## config.mk

```make
export PLATFORM = sky130hd
export DESIGN_NAME = l2norm_vector_source
export DESIGN_NICKNAME = d
export VERILOG_FILES = /design/src/rtl/l2norm_vector_source.sv
export SDC_FILE = /design/constraint.sdc
export NUM_CORES = 1
export LEC_CHECK = 0
export ABC_CLOCK_PERIOD_IN_PS = 8400
export CAP_MARGIN = 40
export CORE_ASPECT_RATIO = 0.9
export CORE_MARGIN = 2
export CORE_UTILIZATION = 52
export CTS_BUF_LIST = sky130_fd_sc_hd__clkbuf_4
export DETAILED_ROUTE_END_ITERATION = 8
export MAX_ROUTING_LAYER = met4
export PLACE_DENSITY = 0.71
export SLEW_MARGIN = 25
export SYNTH_ARGS = -nofsm -noshare
export SYNTH_HDL_FRONTEND = slang
export SYNTH_SLANG_ARGS = --single-unit
```

## constraint.sdc

```tcl
create_clock -name clock -period 8.4 [get_ports clock]
set_input_delay 1.26 -clock clock [delete_from_list [all_inputs] [get_ports clock]]
set_output_delay 1.26 -clock clock [all_outputs]
set_load 0.05 [all_outputs]
```

## src/rtl/l2norm_vector_source.sv

```systemverilog
// AXI-Stream frame source for the L2-norm engine: sends a stored vector frame, then captures one result beat.
// Optional result watchdog is enabled by defining L2SRC_TIMEOUT_EN.
module l2norm_vector_source #(
  parameter int DATA_W      = 64,
  parameter int RES_W       = 32,
  parameter int DEPTH       = 16,
  parameter int TIMEOUT_CYC = 1024
) (
  input  logic                       clock,
  input  logic                       reset,
  input  logic                       io_wr_en,
  input  logic [$clog2(DEPTH)-1:0]   io_wr_addr,
  input  logic [DATA_W-1:0]          io_wr_data,
  input  logic                       io_start,
  input  logic [$clog2(DEPTH):0]     io_len,
  output logic                       io_busy,
  output logic                       io_done,
  output logic                       io_error,
  output logic [RES_W-1:0]           io_result,
  output logic [DATA_W-1:0]          io_tx_tdata,
  output logic                       io_tx_tvalid,
  output logic                       io_tx_tuser,
  output logic [DATA_W/8-1:0]        io_tx_tkeep,
  input  logic                       io_tx_tready,
  output logic                       io_tx_tlast,
  input  logic [RES_W-1:0]           io_rx_tdata,
  input  logic                       io_rx_tvalid,
  output logic                       io_rx_tready,
  input  logic                       io_rx_tlast
);

  localparam int ADDR_W = $clog2(DEPTH);
  localparam int LEN_W  = ADDR_W + 1;

  typedef enum logic [1:0] {
    ST_IDLE,
    ST_SEND,
    ST_WAIT_RES
  } state_e;

  state_e             state_q, state_d;
  logic [ADDR_W-1:0]  idx_q, idx_d;
  logic [LEN_W-1:0]   len_q, len_d;
  logic [RES_W-1:0]   result_q, result_d;
  logic               done_q, done_d;
  logic               error_q, error_d;

  logic [DATA_W-1:0]  mem [DEPTH];

  logic               tx_valid;
  logic               tx_fire;
  logic               tx_last_beat;
  logic               len_ok;

`ifdef L2SRC_TIMEOUT_EN
  localparam int WDOG_W = $clog2(TIMEOUT_CYC + 1);
  logic [WDOG_W-1:0]  wdog_q, wdog_d;
`endif

  assign tx_valid     = (state_q == ST_SEND);
  assign tx_fire      = tx_valid && io_tx_tready;
  assign tx_last_beat = ({1'b0, idx_q} == (len_q - LEN_W'(1)));
  assign len_ok       = (io_len != '0) && (io_len <= LEN_W'(DEPTH));

  // Register file has no reset; writes only land while idle so a frame in flight never sees them.
  always_ff @(posedge clock) begin
    if (io_wr_en && (state_q == ST_IDLE)) begin
      mem[io_wr_addr] <= io_wr_data;
    end
  end

  always_comb begin
    state_d  = state_q;
    idx_d    = idx_q;
    len_d    = len_q;
    result_d = result_q;
    done_d   = 1'b0;
    error_d  = 1'b0;
`ifdef L2SRC_TIMEOUT_EN
    wdog_d   = wdog_q;
`endif
    case (state_q)
      ST_IDLE: begin
        if (io_start) begin
          if (len_ok) begin
            len_d   = io_len;
            idx_d   = '0;
            state_d = ST_SEND;
          end else begin
            error_d = 1'b1;
          end
        end
      end
      ST_SEND: begin
        if (tx_fire) begin
          if (tx_last_beat) begin
            state_d = ST_WAIT_RES;
`ifdef L2SRC_TIMEOUT_EN
            wdog_d  = '0;
`endif
          end else begin
            idx_d = idx_q + ADDR_W'(1);
          end
        end
      end
      ST_WAIT_RES: begin
        if (io_rx_tvalid) begin
          result_d = io_rx_tdata;
          done_d   = 1'b1;
          error_d  = !io_rx_tlast;
          state_d  = ST_IDLE;
`ifdef L2SRC_TIMEOUT_EN
        end else if (wdog_q == WDOG_W'(TIMEOUT_CYC - 1)) begin
          error_d = 1'b1;
          state_d = ST_IDLE;
        end else begin
          wdog_d = wdog_q + WDOG_W'(1);
`endif
        end
      end
      default: begin
        state_d = ST_IDLE;
      end
    endcase
  end

  always_ff @(posedge clock or negedge reset) begin
    if (!reset) begin
      state_q  <= ST_IDLE;
      idx_q    <= '0;
      len_q    <= '0;
      result_q <= '0;
      done_q   <= 1'b0;
      error_q  <= 1'b0;
`ifdef L2SRC_TIMEOUT_EN
      wdog_q   <= '0;
`endif
    end else begin
      state_q  <= state_d;
      idx_q    <= idx_d;
      len_q    <= len_d;
      result_q <= result_d;
      done_q   <= done_d;
      error_q  <= error_d;
`ifdef L2SRC_TIMEOUT_EN
      wdog_q   <= wdog_d;
`endif
    end
  end

  // Beat signals are decoded from state and index, so they are zero whenever no frame is active.
  assign io_tx_tvalid = tx_valid;
  assign io_tx_tdata  = tx_valid ? mem[idx_q] : '0;
  assign io_tx_tuser  = tx_valid && (idx_q == '0);
  assign io_tx_tlast  = tx_valid && tx_last_beat;
  assign io_tx_tkeep  = tx_valid ? '1 : '0;
  assign io_rx_tready = (state_q == ST_WAIT_RES);
  assign io_busy      = (state_q != ST_IDLE);
  assign io_done      = done_q;
  assign io_error     = error_q;
  assign io_result    = result_q;

endmodule

```

==> flow_summary.yaml, run 1 <==
outcome:
  status: "complete, no violations"
yosys:
  yosys_warnings: 0
  syn_avg_cell_area_um2: 21.9
  ys_async_sr_fraction_pct: 4.21
  ys_ff_latch: 1069
  synthesis.area_um2: 41200
  synth_edf_count: 1024
  synth_cell_type_count: 42
  syn_inst: 1882
  ys_seq_area_share_pct: 77.4
  syn_nets: 1997
  synth_top_flop_cell: "edfxtp_1"
hold_path:
  hold_path.class: "reg2reg"
  hp-start: "io_result[0]$_DFFE_PN0P_"
timing:
  setup_violations: 0
  fmax_ghz: 0.158
  slew-limit-headroom_pct: 35.3
  period_share_pct: 75.2
  hold_viol_final: 0
  post-route-min-period_ns: 6.32
  fin_skew_ns: 0.0516
  rsz0062_at_grt: "false"
  slew_viol_final: 0
  tightest_slew_ns: 0.971
  setup-tns-final_ns: 0
clock_tree:
  path_clk_slew_ns: 0.07
  clockBufferDepth: 4
  cts-resized-gates: 0
  insertion_delay_ns: 1.09
  cts.root.buffer_cell: "clkbuf_4"
  cts_made_buffers: 285
  clock-sinks: 1069
  ctsHtreeMaxLevel: 5
  cts_tree: "done"
placement:
  dp_cells: 3077
  placed_area_um2: 44800
  hpwl_mm: 47.5
  io_buffers: 222
  place_congestion: 0.748
floorplanning:
  die_w_um: 301
  design.portCount: 223
  design.core.area_um2: 78200
  die-area_um2: 81500
  start_util_pct: 52.7
  rows: 97
  fp.dieH_um: 271
power:
  leakage_uw: 0.0156
  vdd_drop_max_mv: 0.332
  p_per_area_nw_per_um2: 330
finish:
  fin_nets: 2447
  fillers: 5519
  drive_gt1_share_pct: 32.0
  synthToLayoutAreaGrowth_pct: 16.9
  design_area_um2: 48100
  final_cell_count_no_fill: 3510
  final_util_pct: 61.6
setup_path:
  path_buf_inv: 3
  cp_max_fo: 116
  rr_startpoint: "state_q[0]$_DFFE_PN0P_"
  crit_path_cell_trace: "buf_12, buf_4, mux4_2, nor2b_1, a211oi_1, a311oi_1, clkdlybuf4s50_1"
  worstSetupPathType: "reg2out"
  cp.required_ns: 7.14
  critPathMaxStageDelay_ns: 0.87
  crit_start: "idx_q[1]$_DFFE_PN0P_"
  crit_slowest_cell: "clkdlybuf4s50_1"
  critical-path-top-delay-family: "buffers and inverters"
  arrival_ns: 5.06
  critPathCaptureType: "primary output"
  worstSetupStartpointType: "register"
routing:
  wl_per_cell_um: 25.7
  avgViaCountPerCell: 5.93
  ant_nets: 0
  first_pass_iters: 5
  vias: 20800
  wl_mm: 90.1
  drc: 0
  drt_iter0_markers: 1899
global_routing:
  overflow: 0
  antenna_found_initial: 8
  grt_max_degree: 149
  grt_pass1_vias: 22100
  grt_pass1_wl_mm: 136
  grt.total_usage_pct: 23.4
job:
  maxCapViolations: 0
[synthesized netlist by cell type (2+ instances only)]
| library cell | count | area, um^2 |
|---|---|---|
| buf_4 | 31 | 233 |
| xnor2_1 | 5 | 43.8 |
| or4_1 | 2 | 15.0 |
| o22ai_1 | 2 | 12.5 |
| edfxtp_1 | 1024 | 30700 |
| dfrtp_1 | 45 | 1130 |
| inv_1 | 10 | 37.5 |
| mux4_2 | 256 | 5770 |
| buf_2 | 36 | 180 |
| nand2_1 | 134 | 503 |
| nand3_1 | 6 | 30.0 |
| mux2_2 | 38 | 428 |
| nand2b_1 | 3 | 18.8 |
| nand4b_1 | 2 | 17.5 |
| buf_8 | 5 | 75.1 |
| a311oi_1 | 64 | 561 |
| ha_1 | 3 | 37.5 |
| buf_1 | 2 | 7.51 |
| a211oi_1 | 64 | 480 |
| o211ai_1 | 2 | 15.0 |
| nor2_1 | 15 | 56.3 |
| clkbuf_1 | 42 | 158 |
| buf_6 | 4 | 45.0 |
| nor3_1 | 5 | 25.0 |
| nor2b_1 | 65 | 407 |
[report_power, final]
group	internal [uW]	switching, uW
Sequential	6010	226
Combinational	2210	3300
Clock	2240	1900
Total	10500	5420
[flip-flops by register name, indices dropped and copies added (netlist names)]
| name | count |
|---|---|
| mem | 1024 |
| io_result | 32 |
| idx_q | 4 |
| io_done | 1 |
| state_q | 2 |
| io_error | 1 |
| len_q | 5 |
[cells by family (layout without fill, tap and decap cells)]
kind of cell | after synthesis | count (layout) | share of synthesized area (%)
flops | 1069 | 1069 | 77.4
mux | 294 | 294 | 15.0
simple gates | 242 | 242 | 2.79
compound gates | 138 | 138 | 2.77
buf+inv | 130 | 711 | 1.79
xor+xnor | 6 | 6 | 0.146
fa+ha+maj | 3 | 3 | 0.0911
other cells | 0 | 8 | 0
[routing by layer]
| layer | vias to the layer above | routed length (um) | GRT usage, % |
|---|---|---|---|
| met1 | 10800 | 37900 | 31.7 |
| met5 | - | 0 | - |
| li1 | 8905 | - | - |
| met3 | 166 | 7340 | 5.66 |
| met2 | 915 | 42900 | 35.0 |
| met4 | 0 | 1990 | 8.34 |
[path summary, 6_finish.rpt]
kind                                            endpoint  cells past startpoint  slack (ns)
worst max-delay path                     io_tx_tdata[47]                      7        2.08
worst min-delay path            io_result[0]$_DFFE_PN0P_                      1        0.50
worst max register to register      mem[4][19]$_DFFE_PP_                      5        5.10
worst min register to register  io_result[0]$_DFFE_PN0P_                      1        0.50
max in group asynchronous           len_q[3]$_DFFE_PN0P_                      3        7.26
min in group asynchronous       io_result[9]$_DFFE_PN0P_                      2        0.60
[layout make-up]
cell class                 count  area, um^2  share of cell area [%]
sequential                  1069       31900                    66.2
multi-input combinational    683        8700                    18.1
timing repair buffer         283        3050                    6.33
clock buffer                 393        2950                    6.13
tap                         1039        1300                    2.70
clock inverter                25         203                   0.421
inverter                      10        37.5                  0.0780
antenna                        8        20.0                  0.0416
[stage by stage]
stage          power, uW  setup WS [ns]  hold slack (ns)
5_1_grt            16600           1.78            0.525
2_1_floorplan      10300           1.79            0.473
3_3_place_gp       11800           3.13            0.486
3_5_place_dp       11900           3.09            0.493
6_report           15900           2.08            0.502
4_1_cts            16100           1.88            0.499
[timing repair]
item                                    CTS  global route
endpoints found under the hold margin    13             0
setup buffers                             0             0
endpoints found under the setup margin    0             0
hold buffers                              1             0
[worst reg2reg max path: cells and delay by family, from the launching register on]
family	cells	cell delay, ns
DFF	1	0.49
and+or+nand+nor	4	1.62
buffers and inverters	1	0.77
[cells in the final DEF, fill, tap and decap left out, drive strengths merged, types with 2 or more instances in the layout]
cell,netlist,layout
nor3,5,5
a22o,2,2
a311oi,64,64
and2,2,2
nand2,134,134
a211oi,64,64
clkdlybuf4s50,0,221
buf,78,61
nand2b,3,3
xnor2,6,6
mux2,38,38
diode,0,8
o211ai,2,2
ha,3,3
clkbuf,42,393
nand3,7,7
clkinv,0,17
mux4,256,256
nand4b,2,2
or4,2,2
bufinv,0,4
nor2b,65,65
o22ai,2,2
dfrtp,45,45
edfxtp,1024,1024
inv,10,14
nor2,16,16
Power figures use the tool's default switching activity.
==> inputs of run 2 (changes only) <==
--- a/config.mk
+++ b/config.mk
@@ -5,7 +5,7 @@
 export SDC_FILE = /design/constraint.sdc
 export NUM_CORES = 1
 export LEC_CHECK = 0
-export ABC_CLOCK_PERIOD_IN_PS = 8400
+export ABC_CLOCK_PERIOD_IN_PS = 5080
 export CAP_MARGIN = 40
 export CORE_ASPECT_RATIO = 0.9
 export CORE_MARGIN = 2
@@ -13,7 +13,7 @@
 export CTS_BUF_LIST = sky130_fd_sc_hd__clkbuf_4
 export DETAILED_ROUTE_END_ITERATION = 8
 export MAX_ROUTING_LAYER = met4
-export PLACE_DENSITY = 0.71
+export PLACE_DENSITY = 0.74
 export SLEW_MARGIN = 25
 export SYNTH_ARGS = -nofsm -noshare
 export SYNTH_HDL_FRONTEND = slang
==> constraint.sdc (replaced) <==
create_clock -name clock -period 5.08 [get_ports clock]
set_input_delay 0.762 -clock clock [delete_from_list [all_inputs] [get_ports clock]]
set_output_delay 0.762 -clock clock [all_outputs]
set_load 0.05 [all_outputs]
==> flow_summary.yaml, run 2 (same netlist as run 1, synthesis figures left out) <==
setup_path:
  cp.required_ns: 4.32
  rr_endpoint: "mem[8][12]$_DFFE_PP_"
  worstSetupPathType: "reg2out"
  rr_startpoint: "state_q[0]$_DFFE_PN0P_"
  critPathCaptureType: "primary output"
  cp_max_fo: 30
  arrival_ns: 4.09
  critPathMaxStageDelay_ns: 0.73
  path_depth: 7
  r2r_cells: 5
  crit_slowest_cell: "a311oi_1"
  worstSetupStartpointType: "register"
  path_buf_inv: 3
  critical-path-top-delay-family: "buffers and inverters"
  reg2reg_slack_ns: 2.11
  crit_path_cell_trace: "buf_16, buf_4, mux4_2, nor2b_1, a211oi_1, a311oi_1, dlygate4sd2_1"
timing:
  slew-limit-headroom_pct: 42.8
  hold_viol_final: 0
  rsz0062_at_grt: "false"
  tightest_slew_ns: 0.858
  post-route-min-period_ns: 4.85
  slew_viol_final: 0
  setup_slack_ns: 0.226
  period_share_pct: 95.6
  setup-tns-final_ns: 0
  fmax_ghz: 0.206
  setup_violations: 0
  fin_skew_ns: 0.0978
finish:
  fin_nets: 2476
  regMostFlops: "mem"
  final_cell_count_no_fill: 3583
  design_area_um2: 48800
  mostFrequentLayoutCells: "1024 x edfxtp_1, 397 x clkbuf_4, 256 x mux4_2, 174 x clkdlybuf4s50_1, 134 x nand2_1"
  final_common_cell: "edfxtp_1"
  drive_gt1_share_pct: 32.7
  largest_reg_flops: 1024
  synthToLayoutAreaGrowth_pct: 18.4
floorplanning:
  design.core.area_um2: 78200
  design.portCount: 223
  die-area_um2: 81500
  start_util_pct: 52.7
  rows: 97
  die_w_um: 301
  fp.dieH_um: 271
outcome:
  status: "complete, no violations"
global_routing:
  overflow: 0
  grt_pass1_vias: 22400
  grt_pass1_wl_mm: 140
  grt_max_degree: 65
  grt.total_usage_pct: 24.3
  antenna_found_initial: 13
placement:
  dp_cells: 3114
  placed_area_um2: 45400
  place_congestion: 0.767
  io_buffers: 222
  hpwl_mm: 51.6
  dp_slack_ns: 0.904
routing:
  avgViaCountPerCell: 5.93
  ant_nets: 0
  wl_per_cell_um: 26.2
  drc: 0
  wl_mm: 94.0
  first_pass_iters: 5
  drt_iter0_markers: 2322
  vias: 21300
clock_tree:
  insertion_delay_ns: 1.12
  ctsHtreeMaxLevel: 5
  cts_made_buffers: 280
  cts_tree: "done"
  clockBufferDepth: 4
  cts.root.buffer_cell: "clkbuf_4"
  path_clk_slew_ns: 0.07
  clock-sinks: 1069
power:
  p_per_area_nw_per_um2: 545
  leakage_uw: 0.0162
  vdd_drop_max_mv: 0.704
job:
  maxCapViolations: 0
hold_path:
  hold_path.class: "in2async"
run 2: changes by cell type in the layout (fill, tap and decap cells not counted), moves of 17 or more:
cell,change
buf_4,+17
dlymetal6s2s_1,+17
clkdlybuf4s50_1,-47
buf_12,+20
clkinv_1,+31
dlygate4sd2_1,+30
run 2: power by group:
part / switching, uW / internal, uW / total, uW
combinational: 5650 / 3750 / 9400
sequential: 338 / 9940 / 10300
clock: 3230 / 3670 / 6900
total: 9220 / 17400 / 26600
run 2: worst max-delay path by stage:
stage | startpoint | to
final | idx_q[0]$_DFFE_PN0P_ | io_tx_tdata[21]
after global routing | idx_q[0]$_DFFE_PN0P_ | io_tx_tdata[21]
after CTS | idx_q[0]$_DFFE_PN0P_ | io_tx_tdata[35]
after detailed placement | idx_q[0]$_DFFE_PN0P_ | io_tx_tdata[0]
after global placement | idx_q[0]$_DFFE_PN0P_ | io_tx_tdata[0]
after floorplan | io_wr_addr[1] | mem[8][0]$_DFFE_PP_
run 2: final cells by class:
cell class	instances	area (um^2)
flip-flops and latches	1069	31900
fillers	5424	29400
multi-input cells	683	8740
repair buffers	317	3510
clock buffers	397	2980
well taps	1039	1300
clock inverters	57	277
inverters	10	37.5
diodes	11	27.5
run 2: what timing repair did:
item                       in CTS  in global routing
hold endpoints to repair       42                  0
setup endpoints to repair      34                 18
setup buffers                   1                  1
hold buffers                    1                  0
gates resized for setup        31                 18
pin swaps                       0                  0
run 2: per-stage QoR:
step	power (uW)	hold WS (ns)	utilization (%)
finish	26600	0.204	62.4
global placement	19900	0.488	57.8
detailed placement	20000	0.491	58.1
CTS	26800	0.0872	62.2
global route	27800	0.180	62.4
floorplan	17100	0.466	-
run 2: worst register-to-register path: cells and delay by family (launching register included):
| kind | cells | cell delay, ns |
|---|---|---|
| AND/OR/NAND/NOR | 4 | 1.64 |
| flip-flops | 1 | 0.49 |
| buffers and inverters | 1 | 0.44 |
run 2: layer usage:
layer	vias up	wire, um	GRT usage (%)
met4	0	1700	8.17
met2	971	46200	36.7
met1	11200	38300	33.0
met3	126	7830	5.52
met5	-	0	-
li1	9013	-	-
==> inputs of run 3 (changes only) <==
--- a/config.mk
+++ b/config.mk
@@ -5,15 +5,17 @@
 export SDC_FILE = /design/constraint.sdc
 export NUM_CORES = 1
 export LEC_CHECK = 0
-export ABC_CLOCK_PERIOD_IN_PS = 5080
+export ABC_CLOCK_PERIOD_IN_PS = 5900
 export CAP_MARGIN = 40
+export CELL_PAD_IN_SITES_DETAIL_PLACEMENT = 0
+export CELL_PAD_IN_SITES_GLOBAL_PLACEMENT = 1
 export CORE_ASPECT_RATIO = 0.9
 export CORE_MARGIN = 2
 export CORE_UTILIZATION = 52
 export CTS_BUF_LIST = sky130_fd_sc_hd__clkbuf_4
 export DETAILED_ROUTE_END_ITERATION = 8
 export MAX_ROUTING_LAYER = met4
-export PLACE_DENSITY = 0.74
+export PLACE_DENSITY_LB_ADDON = 0.1
 export SLEW_MARGIN = 25
 export SYNTH_ARGS = -nofsm -noshare
 export SYNTH_HDL_FRONTEND = slang
==> constraint.sdc (replaced) <==
create_clock -name clock -period 5.9 [get_ports clock]
set_input_delay 0.885 -clock clock [delete_from_list [all_inputs] [get_ports clock]]
set_output_delay 0.885 -clock clock [all_outputs]
set_load 0.05 [all_outputs]
==> flow_summary.yaml, run 3 (same netlist as run 1, synthesis figures left out) <==
setup_path:
  worstSetupPathType: "reg2out"
  critPathMaxStageDelay_ns: 0.94
  critical-path-top-delay-family: "buffers and inverters"
  crit_path_cell_trace: "buf_4, mux4_2, a211oi_1, a311oi_1, clkdlybuf4s50_1"
  crit_slowest_cell: "clkdlybuf4s50_1"
  arrival_ns: 4.45
  worstSetupStartpointType: "register"
  critPathCaptureType: "primary output"
  path_buf_inv: 2
  cp_max_fo: 38
  cp.required_ns: 5.02
timing:
  tightest_slew_ns: 0.871
  fmax_ghz: 0.187
  post-route-min-period_ns: 5.34
  slew_viol_final: 0
  setup_slack_ns: 0.563
  period_share_pct: 90.5
  hold_viol_final: 0
  rsz0062_at_grt: "false"
  fin_skew_ns: 0.0812
  slew-limit-headroom_pct: 41.8
  setup_violations: 0
  setup-tns-final_ns: 0
global_routing:
  grt_pass1_wl_mm: 143
  overflow: 0
  grt_max_degree: 65
  grt_pass1_vias: 22400
  grt.total_usage_pct: 24.9
  antenna_found_initial: 9
clock_tree:
  cts_made_buffers: 285
  postCtsSetupBuffers: 0
  cts_tree: "done"
  path_clk_slew_ns: 0.06
  clock-sinks: 1069
  cts.root.buffer_cell: "clkbuf_4"
  cts-resized-gates: 0
  clockBufferDepth: 4
  insertion_delay_ns: 1.13
  ctsHtreeMaxLevel: 5
floorplanning:
  rows: 97
  die_w_um: 301
  fp.dieH_um: 271
  start_util_pct: 52.7
  design.portCount: 223
  design.core.area_um2: 78200
  die-area_um2: 81500
hold_path:
  hold_path.class: "in2async"
finish:
  final_util_pct: 61.9
  drive_gt1_share_pct: 32.4
  seq_area_um2: 31900
  fin_nets: 2473
  fillers: 5554
  synthToLayoutAreaGrowth_pct: 17.5
  mostFrequentLayoutCells: "1024 x edfxtp_1, 391 x clkbuf_4, 256 x mux4_2, 221 x clkdlybuf4s50_1, 134 x nand2_1"
  final_cell_count_no_fill: 3554
  multiInputGateArea_um2: 8720
  final_common_cell: "edfxtp_1"
  largest_reg_flops: 1024
  regMostFlops: "mem"
power:
  leakage_uw: 0.0157
  p_per_area_nw_per_um2: 471
  vdd_drop_max_mv: 0.396
placement:
  io_buffers: 222
  place_congestion: 0.735
  dp_cells: 3107
  hpwl_mm: 51.8
  dp_slack_ns: 1.50
routing:
  first_pass_iters: 5
  wl_per_cell_um: 27.1
  avgViaCountPerCell: 5.99
  wl_met3_mm: 7.68
  ant_nets: 0
  wl_met1_mm: 40.9
  vias: 21300
  wl_met2_mm: 45.9
  drc: 0
  wl_mm: 96.2
  routed.top_layer: "met4"
  drt_iter0_markers: 2064
outcome:
  status: "complete, no violations"
job:
  maxCapViolations: 0
run 3: cell types whose count changed in the layout (fill, tap and decap cells not counted), sizes merged:
cell / previous run / this run
diode: 11 / 14
clkinvlp: 0 / 1
dlymetal6s2s: 17 / 0
inv: 15 / 14
clkdlybuf4s50: 174 / 221
buf: 95 / 87
clkinv: 50 / 32
dlygate4sd2: 30 / 0
clkbuf: 397 / 391
run 3: worst paths after layout:
kind | start | slack [ns] | endpoint | depth (start not counted)
max | idx_q[1]$_DFFE_PN0P_ | 0.56 | io_tx_tdata[45] | 5
min | reset | 0.26 | idx_q[2]$_DFFE_PN0P_ | 2
max reg2reg | state_q[0]$_DFFE_PN0P_ | 2.68 | mem[13][25]$_DFFE_PP_ | 6
min reg2reg | io_result[31]$_DFFE_PN0P_ | 0.50 | io_result[31]$_DFFE_PN0P_ | 1
max in group asynchronous | reset | 5.13 | io_result[2]$_DFFE_PN0P_ | 3
min in group clock | io_rx_tlast | 0.43 | io_error$_DFF_PN0_ | 2
run 3: repair_timing:
| action | 4_1_cts | 5_1_grt |
|---|---|---|
| endpoints found under the setup margin | 0 | 0 |
| hold buffers | 1 | 0 |
| endpoints found under the hold margin | 45 | 0 |
run 3: layout make-up:
| cell class | count | share of cell area, % |
|---|---|---|
| timing repair buffer | 309 | 6.76 |
| clock buffer | 391 | 6.06 |
| sequential | 1069 | 65.9 |
| antenna | 14 | 0.0724 |
| inverter | 10 | 0.0776 |
| tap | 1039 | 2.69 |
| multi-input combinational | 683 | 18.0 |
| clock inverter | 39 | 0.432 |
run 3: metrics by stage:
stage          hold slack [ns]  instance area (um^2)  power (uW)
6_report                 0.264                 48400       22800
5_1_grt                  0.147                 48400       23900
4_1_cts                  0.177                 48300       23100
3_5_place_dp             0.492                 45200       17200
3_3_place_gp             0.486                 44900       17100
2_1_floorplan            0.473                 41200       14700
run 3: worst register-to-register path, cell delays in order (launching register included):
cell     delay (ns)
dfrtp_1        0.48
nor2_1         0.49
nand2_1        0.13
nor2_1         0.10
nand2_1        0.24
nor2_4         0.74
buf_4          0.64
run 3: where the power goes:
part | leakage [uW] | switching (uW) | internal, uW
logic | 0.00402 | 4860 | 3250
registers | 0.00981 | 257 | 8560
clock network | 0.00190 | 2790 | 3100
run 3: metal layers:
layer  GRT usage (%)  vias to the layer above
met3            6.09                      156
met1            34.6                    11200
met2            37.0                      988
met4            7.76                        0
met5               -                        -
li1                -                     8984
